<file path="config.mk">
export PLATFORM = sky130hd
export DESIGN_NAME = edge_result_wb_ctrl
export DESIGN_NICKNAME = d
export VERILOG_FILES = /design/src/rtl/edge_result_wb_ctrl.sv
export SDC_FILE = /design/constraint.sdc
export NUM_CORES = 2
export LEC_CHECK = 0
export BUFFER_PORTS_ARGS = -buffer_cell sky130_fd_sc_hd__buf_2
export CAP_MARGIN = 20
export CORE_MARGIN = 2
export CORE_UTILIZATION = 35
export CTS_BUF_LIST = sky130_fd_sc_hd__clkbuf_16
export DETAILED_ROUTE_END_ITERATION = 12
export GPL_TIMING_DRIVEN = 0
export PLACE_DENSITY = 0.58
export SYNTH_ARGS = -nofsm -noshare
export SYNTH_HDL_FRONTEND = slang
export SYNTH_SLANG_ARGS = --single-unit
</file>
<file path="constraint.sdc">
create_clock -name clk -period 3.7 [get_ports clk]
set_input_delay 0.74 -clock clk [delete_from_list [all_inputs] [get_ports clk]]
set_output_delay 0.74 -clock clk [all_outputs]
set_load 0.1 [all_outputs]
</file>
<file path="src/rtl/edge_result_wb_ctrl.sv">
// rtl/edge_result_wb_ctrl.sv - sequences one edge-detect job and writes its result pixels plus a status line to host memory
// Optional feature macro: EDGE_WB_PERF_CNT_EN (job cycle counter reported in status line bits [127:96]).
module edge_result_wb_ctrl #(
    parameter int NUM_PIXELS = 307200,
    parameter int RD_ADDR_W  = 19,
    parameter int RD_LAT     = 1,
    parameter int ADDR_W     = 42
) (
    input  logic                 clk,
    input  logic                 reset,
    input  logic                 cfg_start,
    input  logic [ADDR_W-1:0]    cfg_dst_addr,
    input  logic [ADDR_W-1:0]    cfg_status_addr,
    output logic                 acc_start,
    input  logic                 acc_done,
    output logic [RD_ADDR_W-1:0] acc_rd_addr,
    input  logic [23:0]          acc_rd_data,
    input  logic                 c1_alm_full,
    output logic                 wr_valid,
    output logic [ADDR_W-1:0]    wr_addr,
    output logic [511:0]         wr_data,
    output logic                 busy,
    output logic [31:0]          lines_written
);
    typedef enum logic [2:0] {S_IDLE, S_RUN, S_FILL, S_SEND, S_STATUS} state_t;
    localparam logic [31:0] NUM_PIX32 = 32'(NUM_PIXELS);

    state_t               r_state;
    logic                 r_acc_start;
    logic                 r_wr_valid;
    logic                 r_busy;
    logic [RD_ADDR_W-1:0] r_acc_rd_addr;
    logic [ADDR_W-1:0]    r_dst_addr;
    logic [ADDR_W-1:0]    r_status_addr;
    logic [ADDR_W-1:0]    r_wr_addr;
    logic [511:0]         r_wr_data;
    logic [31:0]          r_lines_written;
    logic [31:0]          r_pix_idx;
    logic [31:0]          r_line_base;
    logic [4:0]           r_issue_cnt;
    logic [4:0]           r_ret_cnt;
    logic                 r_rd_vld;
    logic [3:0]           r_rd_slot;
    logic [RD_LAT-1:0]    r_pipe_vld;
    logic [3:0]           r_pipe_slot [RD_LAT];

    logic [31:0] w_remaining;
    logic [4:0]  w_line_len;
    logic        w_issue;
    logic        w_ret;
    logic        w_wr_ok;
    logic        w_send_fire;
    logic        w_last_line;
    logic [8:0]  w_slot_lsb;
    logic [31:0] w_perf_field;

    assign w_remaining = NUM_PIX32 - r_line_base;
    assign w_line_len  = (w_remaining >= 32'd16) ? 5'd16 : w_remaining[4:0];
    assign w_issue     = (r_state == S_FILL) && (r_issue_cnt != w_line_len);
    assign w_ret       = r_pipe_vld[RD_LAT-1];
    assign w_slot_lsb  = {r_pipe_slot[RD_LAT-1], 5'd0};
    // Back-to-back writes are forbidden, so a write is only allowed when the previous cycle had none.
    assign w_wr_ok     = !c1_alm_full && !r_wr_valid;
    assign w_send_fire = (r_state == S_SEND) && w_wr_ok;
    assign w_last_line = (r_pix_idx >= NUM_PIX32);

`ifdef EDGE_WB_PERF_CNT_EN
    logic [31:0] r_perf_cnt;
    logic [31:0] r_perf_snap;
    logic [31:0] w_perf_next;

    assign w_perf_next  = (r_perf_cnt == 32'hFFFF_FFFF) ? r_perf_cnt : r_perf_cnt + 32'd1;
    assign w_perf_field = r_perf_snap;

    always_ff @(posedge clk) begin
        if (reset) begin
            r_perf_cnt  <= '0;
            r_perf_snap <= '0;
        end else if (r_state == S_IDLE) begin
            if (cfg_start) r_perf_cnt <= '0;
        end else begin
            r_perf_cnt <= w_perf_next;
            if (w_send_fire && w_last_line) r_perf_snap <= w_perf_next;
        end
    end
`else
    assign w_perf_field = 32'h0;
`endif

    always_ff @(posedge clk) begin
        if (reset) begin
            r_state         <= S_IDLE;
            r_acc_start     <= 1'b0;
            r_wr_valid      <= 1'b0;
            r_busy          <= 1'b0;
            r_acc_rd_addr   <= '0;
            r_dst_addr      <= '0;
            r_status_addr   <= '0;
            r_wr_addr       <= '0;
            r_wr_data       <= '0;
            r_lines_written <= '0;
            r_pix_idx       <= '0;
            r_line_base     <= '0;
            r_issue_cnt     <= '0;
            r_ret_cnt       <= '0;
            r_rd_vld        <= 1'b0;
            r_rd_slot       <= '0;
            r_pipe_vld      <= '0;
            for (int i = 0; i < RD_LAT; i++) r_pipe_slot[i] <= '0;
        end else begin
            r_rd_vld   <= w_issue;
            r_wr_valid <= 1'b0;
            if (w_issue) begin
                r_acc_rd_addr <= r_pix_idx[RD_ADDR_W-1:0];
                r_rd_slot     <= r_issue_cnt[3:0];
                r_pix_idx     <= r_pix_idx + 32'd1;
                r_issue_cnt   <= r_issue_cnt + 5'd1;
            end
            r_pipe_vld[0]  <= r_rd_vld;
            r_pipe_slot[0] <= r_rd_slot;
            for (int i = RD_LAT - 1; i > 0; i--) begin
                r_pipe_vld[i]  <= r_pipe_vld[i-1];
                r_pipe_slot[i] <= r_pipe_slot[i-1];
            end
            // The line is cleared right after it has been presented so unread slots of the next line stay zero.
            if (r_wr_valid) r_wr_data <= '0;
            if (w_ret) begin
                r_wr_data[w_slot_lsb +: 32] <= {8'h00, acc_rd_data};
                r_ret_cnt <= r_ret_cnt + 5'd1;
            end
            case (r_state)
                S_IDLE: begin
                    if (cfg_start) begin
                        r_dst_addr      <= cfg_dst_addr;
                        r_status_addr   <= cfg_status_addr;
                        r_lines_written <= '0;
                        r_acc_start     <= 1'b1;
                        r_busy          <= 1'b1;
                        r_state         <= S_RUN;
                    end
                end
                S_RUN: begin
                    if (acc_done) begin
                        r_acc_start <= 1'b0;
                        r_pix_idx   <= '0;
                        r_line_base <= '0;
                        r_issue_cnt <= '0;
                        r_ret_cnt   <= '0;
                        r_state     <= S_FILL;
                    end
                end
                S_FILL: begin
                    if (r_issue_cnt == w_line_len && r_ret_cnt == w_line_len) r_state <= S_SEND;
                end
                S_SEND: begin
                    if (w_send_fire) begin
                        r_wr_valid      <= 1'b1;
                        r_wr_addr       <= r_dst_addr + ADDR_W'(r_lines_written);
                        r_lines_written <= r_lines_written + 32'd1;
                        r_line_base     <= r_pix_idx;
                        r_issue_cnt     <= '0;
                        r_ret_cnt       <= '0;
                        r_state         <= w_last_line ? S_STATUS : S_FILL;
                    end
                end
                S_STATUS: begin
                    if (w_wr_ok) begin
                        r_wr_valid <= 1'b1;
                        r_wr_addr  <= r_status_addr;
                        r_wr_data  <= {384'h0, w_perf_field, r_lines_written, 64'h1};
                        r_busy     <= 1'b0;
                        r_state    <= S_IDLE;
                    end
                end
                default: r_state <= S_IDLE;
            endcase
        end
    end

    assign acc_start     = r_acc_start;
    assign acc_rd_addr   = r_acc_rd_addr;
    assign wr_valid      = r_wr_valid;
    assign wr_addr       = r_wr_addr;
    assign wr_data       = r_wr_data;
    assign busy          = r_busy;
    assign lines_written = r_lines_written;
endmodule

</file>
==> After elaboration in Yosys (flattened, before gate mapping) <==
Memory sizes are Yosys's and may differ from the RTL's.
Index checks and enable logic that the tools add are counted.
{ "word_totals": {"ff_bits": 775, "mem_bits_rw": 4, "mem_count": 1} }
{ "memory_table": {"columns": ["memory", "depth", "width", "read_ports", "rd_clocked_by_memory_dff", "write_ports", "line_no", "source"], "rows": [
  ["r_pipe_slot", 1, 4, 1, 0, 1, "45", "logic [3:0] r_pipe_slot [RD_LAT];"]
]} }
{ "classes": {"addsub": 7, "n_lt_le_gt_ge": 2, "eq_ne": 12, "n_shift": 2, "muxes": 47, "n_reduce_logical": 20} }
{ "op_table": {"columns": ["operator", "n"], "rows": [
  ["$mux W512", 5],
  ["$bwmux W512", 1],
  ["$shift A32 B11 Y512 const A", 1],
  ["$shiftx A32 B11 Y512", 1],
  ["$mux W32", 7],
  ["$pmux W32 S2", 2],
  ["$mux W42", 2],
  ["$pmux W42 S2", 1],
  ["$add A32 B1 Y32 const B", 2],
  ["$add A42 B32 Y42", 1],
  ["$mux W5", 7],
  ["$ge A32 B19 Y1 const B", 1],
  ["$ge A32 B5 Y1 const B", 1],
  ["$sub A19 B32 Y32 const A", 1],
  ["$pmux W5 S2", 2],
  ["$mux W3", 6],
  ["$pmux W3 S5", 1],
  ["$reduce_and A3 Y1", 5],
  ["$neg A9 Y11", 1],
  ["$add A5 B1 Y5 const B", 2],
  ["$eq A5 B5 Y1", 2],
  ["$reduce_bool A2 Y1", 5],
  ["$mux W1", 9],
  ["$ne A2 B2 Y1 const B", 4],
  ["other kinds (13)", 20]
]} }

==> Logic depth before layout (Yosys ltp) <==
{ "logic_depth": {"word_depth": 8, "mapped_depth": 15, "ltp_nobuf": 13} }

==> Worst setup path before layout <==
Ideal clock, no wire load.
{ "synth_path": {"path_kind": "register -> register", "from": "register r_lines_written[0] (netlist: lines_written[0])", "to": "register r_wr_addr[40] (netlist: wr_addr[40])", "arrival_ns": 3.993, "required_time_ns": 3.642, "path_slack_ns": -0.351, "path_stages_with_launch": 14, "path_buffers": 0, "synth_period_minus_slack_ns": 4.051, "cell_sequence": "dfxtp_1 > ha_1 > inv_1 > fa_1 > nor2b_1 > o21ai_0 > a21boi_0 > o21ai_0 > o31a_1 > o31ai_1 > a211oi_1 > or3_1 > nor3b_1 > a211o_1"} }
{ "synth_via": {"elab_chain_len": 3} }
{ "synth_rtl": {"columns": ["item", "line_no", "source"], "rows": [
  ["from (decl)", "37", "logic [31:0] r_lines_written;"],
  ["from (signal assigned)", "159", "r_lines_written <= r_lines_written + 32'd1;"],
  ["$add A42 B32 Y42", "158", "r_wr_addr <= r_dst_addr + ADDR_W'(r_lines_written);"],
  ["$mux W42", "156", "if (w_send_fire) begin"],
  ["$pmux W42 S2", "131", "case (r_state)"],
  ["to (signal assigned)", "158", null],
  ["to (signal assigned)", "169", "r_wr_addr <= r_status_addr;"],
  ["to (decl)", "35", "logic [ADDR_W-1:0] r_wr_addr;"]
]} }
No other way between the ends. The select of a mux whose other input is x is not followed.
A chain may end at the register's enable or synchronous reset.

==> Worst setup path in the final report <==
{ "layout_path": {"from": "register r_line_base[25]", "to": "register r_pix_idx[27]"} }
{ "layout_via": {"elab_chain_len": 8} }
{ "layout_rtl": {"columns": ["item", "line_no", "source"], "rows": [
  ["from (decl)", "39", "logic [31:0] r_line_base;"],
  ["from (signal assigned)", "160", "r_line_base <= r_pix_idx;"],
  ["$sub A19 B32 Y32 (*)", "57", "assign w_remaining = NUM_PIX32 - r_line_base;"],
  ["$ge A32 B5 Y1 (*)", "58", "assign w_line_len = (w_remaining >= 32'd16) ? 5'd16 : w_remaining[4:0];"],
  ["$mux W5 (*)", "58", null],
  ["$ne A5 B5 Y1 (*)", "59", "assign w_issue = (r_state == S_FILL) && (r_issue_cnt != w_line_len);"],
  ["$logic_and A1 B1 Y1 (*)", "59", null],
  ["$mux W32 (*)", "113", "if (w_issue) begin"],
  ["$mux W32", "143", "if (acc_done) begin"],
  ["$mux W32 (*)", "131", null],
  ["to (signal assigned)", "116", "r_pix_idx <= r_pix_idx + 32'd1;"],
  ["to (decl)", "38", "logic [31:0] r_pix_idx;"]
]} }
Mark *: on every way between the ends. The rest lies on a longest branch, timed or not.

==> results.md <==
- Clk pwr share: 0.420
- Status: finished, final reports clean
- Synth warnings: 0
- VDD IR-drop max: 0.000369 V
- WP data arrival: 4.15 ns
- Clk slew on worst S/H paths: 0.06 ns
- Number of buffers created by CTS: 88
- Leakage: 0.0173 uW
- Main combinational cell family by area after synthesis: simple AND/OR/NAND/NOR gates
- Top post-synthesis cells by area: dfxtp_1 47%, a21oi_1 6.4%, a221oi_1 4.9%
- Clk_lat worst skew: 0.67 ns
- Fmax: 276 MHz
- # Max-Cap Violations: 0
- Switch share: 0.301
- IO Pins: 721
- Root Buffer: clkbuf_16
- Std-Cell Rows: 112
- Placed cells: 5817
- Share of flip-flops with an asynchronous set or reset: 0
- Post-synthesis sequential area ratio: 0.472
- Mux contribution to synthesized area: 0.0110
- Worst Path Max Fanout: 7
- Die area: 0.0969 mm2
- Top cells by count, synth: 779 x dfxtp_1, 424 x a21oi_1, 399 x nand2_1
- Non-Filler Instances: 5991
- Clk_skew: 0.0228 ns
- Die Ht: 311 um
- Xor-xnor portion of the synthesized cell area: 0.0170
- Clock sinks: 779
- Pin count of the biggest net entering global routing: 14
- Syn Inst Count: 3834
- TritonCTS clock tree: yes
- Distinct cells, synth: 75
- Sum Neg Setup Slack: 0 ns
- Slew Limit Fails: 0
- Post-synthesis simple-gate area fraction: 0.253
- Final HPWL DP: 111000 um
- Layout net count: 4824
- Synth Area in Compound Gates: 0.186
- Final Wtd Congestion: 0.934
- DR vias/cell: 5.45
- Number of global-route vias before repair: 31.2k
- Area delta synth->final: 26.0%
- Post-synth EDFFs: 0
- Fin crit share: 0.978
- Min-Delay Path Class: primary input to flip-flop
- Rel. slew slack: 0.261
- Count leader, synth: dfxtp_1
- Max clock buf depth: 3
- Sw power: 6220 uW
- Via Count: 32.7k
- Buffers added on ports: 719
- Combinational power share: 0.152
- Final setup violation count: 0
- Req. time, crit path: 4.24 ns
- Fin crit period: 3.62 ns
- Netlist Area Pre-Place: 0.0330 mm2
- Share of cells above drive strength 1: 0.207
- Routed Antenna Nets: 0
- Routed wire length: 148000 um
- FF+latch count, synth: 779
- Ys flop type: dfxtp_1
- Initial Utilization: 0.353
- Total GRT Usage: 0.293
- Die span in x: 311 um
- Kind of critical path: flip-flop to flip-flop
- Flop pwr share: 0.428
- Startpoint Class: flip-flop
- Post-synth top area cell: dfxtp_1
- DRT iter0 DRCs: 2629
- DR pass1 iterations: 6
- Core ar.: 0.0935 mm2
- Power Density: 496 mW/mm2
- Post-synthesis adder-cell area fraction: 0.0161
- Int Pwr: 14400 uW
- Synth Area per Inst: 8.62 um2
- Yosys top cell area share: 0.472
- Worst-Margin Slew: 1.11 ns
- WL/cell: 24.7 um
- Syn nets: 3989
- Element type at the critical path end: flip-flop
- First-pass GRT wire length: 214000 um
- Final Hold Vio Count: 0
- Post-layout util: 0.446
- GR Overflow Total: 0
- H-tree depth: 3
- DR DRC count: 0
- Initial antenna violation count: 5
==> what timing repair did <==
item,4_1_cts,5_1_grt
hold buffers,0,0
gates resized for setup,41,80
setup buffers,12,11
endpoints found under the setup margin,476,277
pin swaps,14,18
==> routing by layer <==
| metal | vias to the layer above | routed length (um) | GRT usage |
|---|---|---|---|
| met5 | - | 0 | 0 |
| met4 | 0 | 5220 | 0.0979 |
| met3 | 230 | 12300 | 0.0830 |
| met2 | 1272 | 71000 | 0.501 |
| met1 | 15800 | 59400 | 0.353 |
| li1 | 15300 | - | - |
==> layout make-up <==
type	count	area, um2
diodes	4	10.0
plain buffers	354	1440
clock buffers	89	2230
clock inverters	65	557
fillers	9607	51800
inverters	32	120
multi-input cells	2662	16200
flip-flops and latches	779	15600
well taps	1254	1570
repair buffers	752	3950
==> final timing paths <==
kind                   start             to  slack (ns)  depth (start not counted)
max reg2reg  r_line_base[25]  r_pix_idx[27]        0.08                         13
min reg2reg         r_rd_vld     r_pipe_vld        0.44                          1
max          r_line_base[25]  r_pix_idx[27]        0.08                         13
min          cfg_dst_addr[9]  r_dst_addr[9]        0.32                          3
==> state kept, by name, indices dropped and copies added, names as in the netlist <==
name,count
busy,1
r_pipe_slot,4
r_pipe_vld,1
r_rd_vld,1
lines_written,32
wr_valid,1
wr_data,512
r_pix_idx,32
r_issue_cnt,5
acc_start,1
r_rd_slot,4
r_dst_addr,42
r_status_addr,42
r_state,3
r_line_base,32
acc_rd_addr,19
r_ret_cnt,5
wr_addr,42
==> power groups by stage <==
stage,logic [uW],clock network (uW),registers (uW)
finish,3150,8670,8850
global route,3400,9130,8870
CTS,3120,8780,8840
detailed placement,3100,0,9020
global placement,3070,0,9020
floorplan,1600,0,9440
==> cell usage in the layout (no fill, tap or decap), types with 34 or more instances in the layout <==
cell type / Yosys / final
nand2b_1: 221 / 221
clkbuf_16: 0 / 89
xor2_1: 35 / 34
and3_1: 137 / 137
ha_1: 41 / 40
nand2_1: 399 / 398
nor3b_1: 102 / 102
dfxtp_1: 779 / 773
nand3b_1: 110 / 110
inv_1: 32 / 48
clkbuf_2: 2 / 41
a21boi_0: 95 / 94
buf_2: 5 / 721
clkbuf_1: 339 / 290
a221oi_1: 183 / 183
nor3_1: 62 / 59
a21oi_1: 424 / 424
o21ai_0: 78 / 75
a211oi_1: 40 / 39
nand3_1: 167 / 165
nor2_1: 234 / 232
==> worst max-delay path, cell delays in order (launching register included) <==
cell and delay, ns:
dfxtp_4 0.36, or4_4 0.58, buf_4 0.16, or3_1 0.30
a21oi_1 0.13, nand3_1 0.10, a22oi_2 0.29, nand4_4 0.18
or4b_4 0.59, a22oi_4 0.28, buf_6 0.19, buf_4 0.12
nor4_1 0.05, mux2i_1 0.15
==> kinds of logic (layout without fill, tap and decap cells) <==
family                   count (synthesis)  after routing
AO/OA/AOI/OAI                          942            942
flip-flops                             779            779
AND/OR/NAND/NOR                       1578           1578
adder cells (fa/ha/maj)                 42             42
other                                    0              4
XOR/XNOR                                64             64
multiplexers                            36             36
buffers and inverters                  393           1292
==> through the flow <==
| step | cell area (um2) | power [uW] | worst slack [ns] | hold WS [ns] |
|---|---|---|---|---|
| CTS | 41400 | 20700 | 0.000673 | 0.275 |
| global route | 41600 | 21400 | -0.0395 | 0.304 |
| detailed placement | 38400 | 12100 | -1.09 | 0.430 |
| global placement | 38200 | 12100 | -1.05 | 0.426 |
| floorplan | 33000 | 11000 | 0.0199 | 0.414 |
| finish | 41600 | 20700 | 0.0824 | 0.320 |
(Power assumes the default switching activity.)
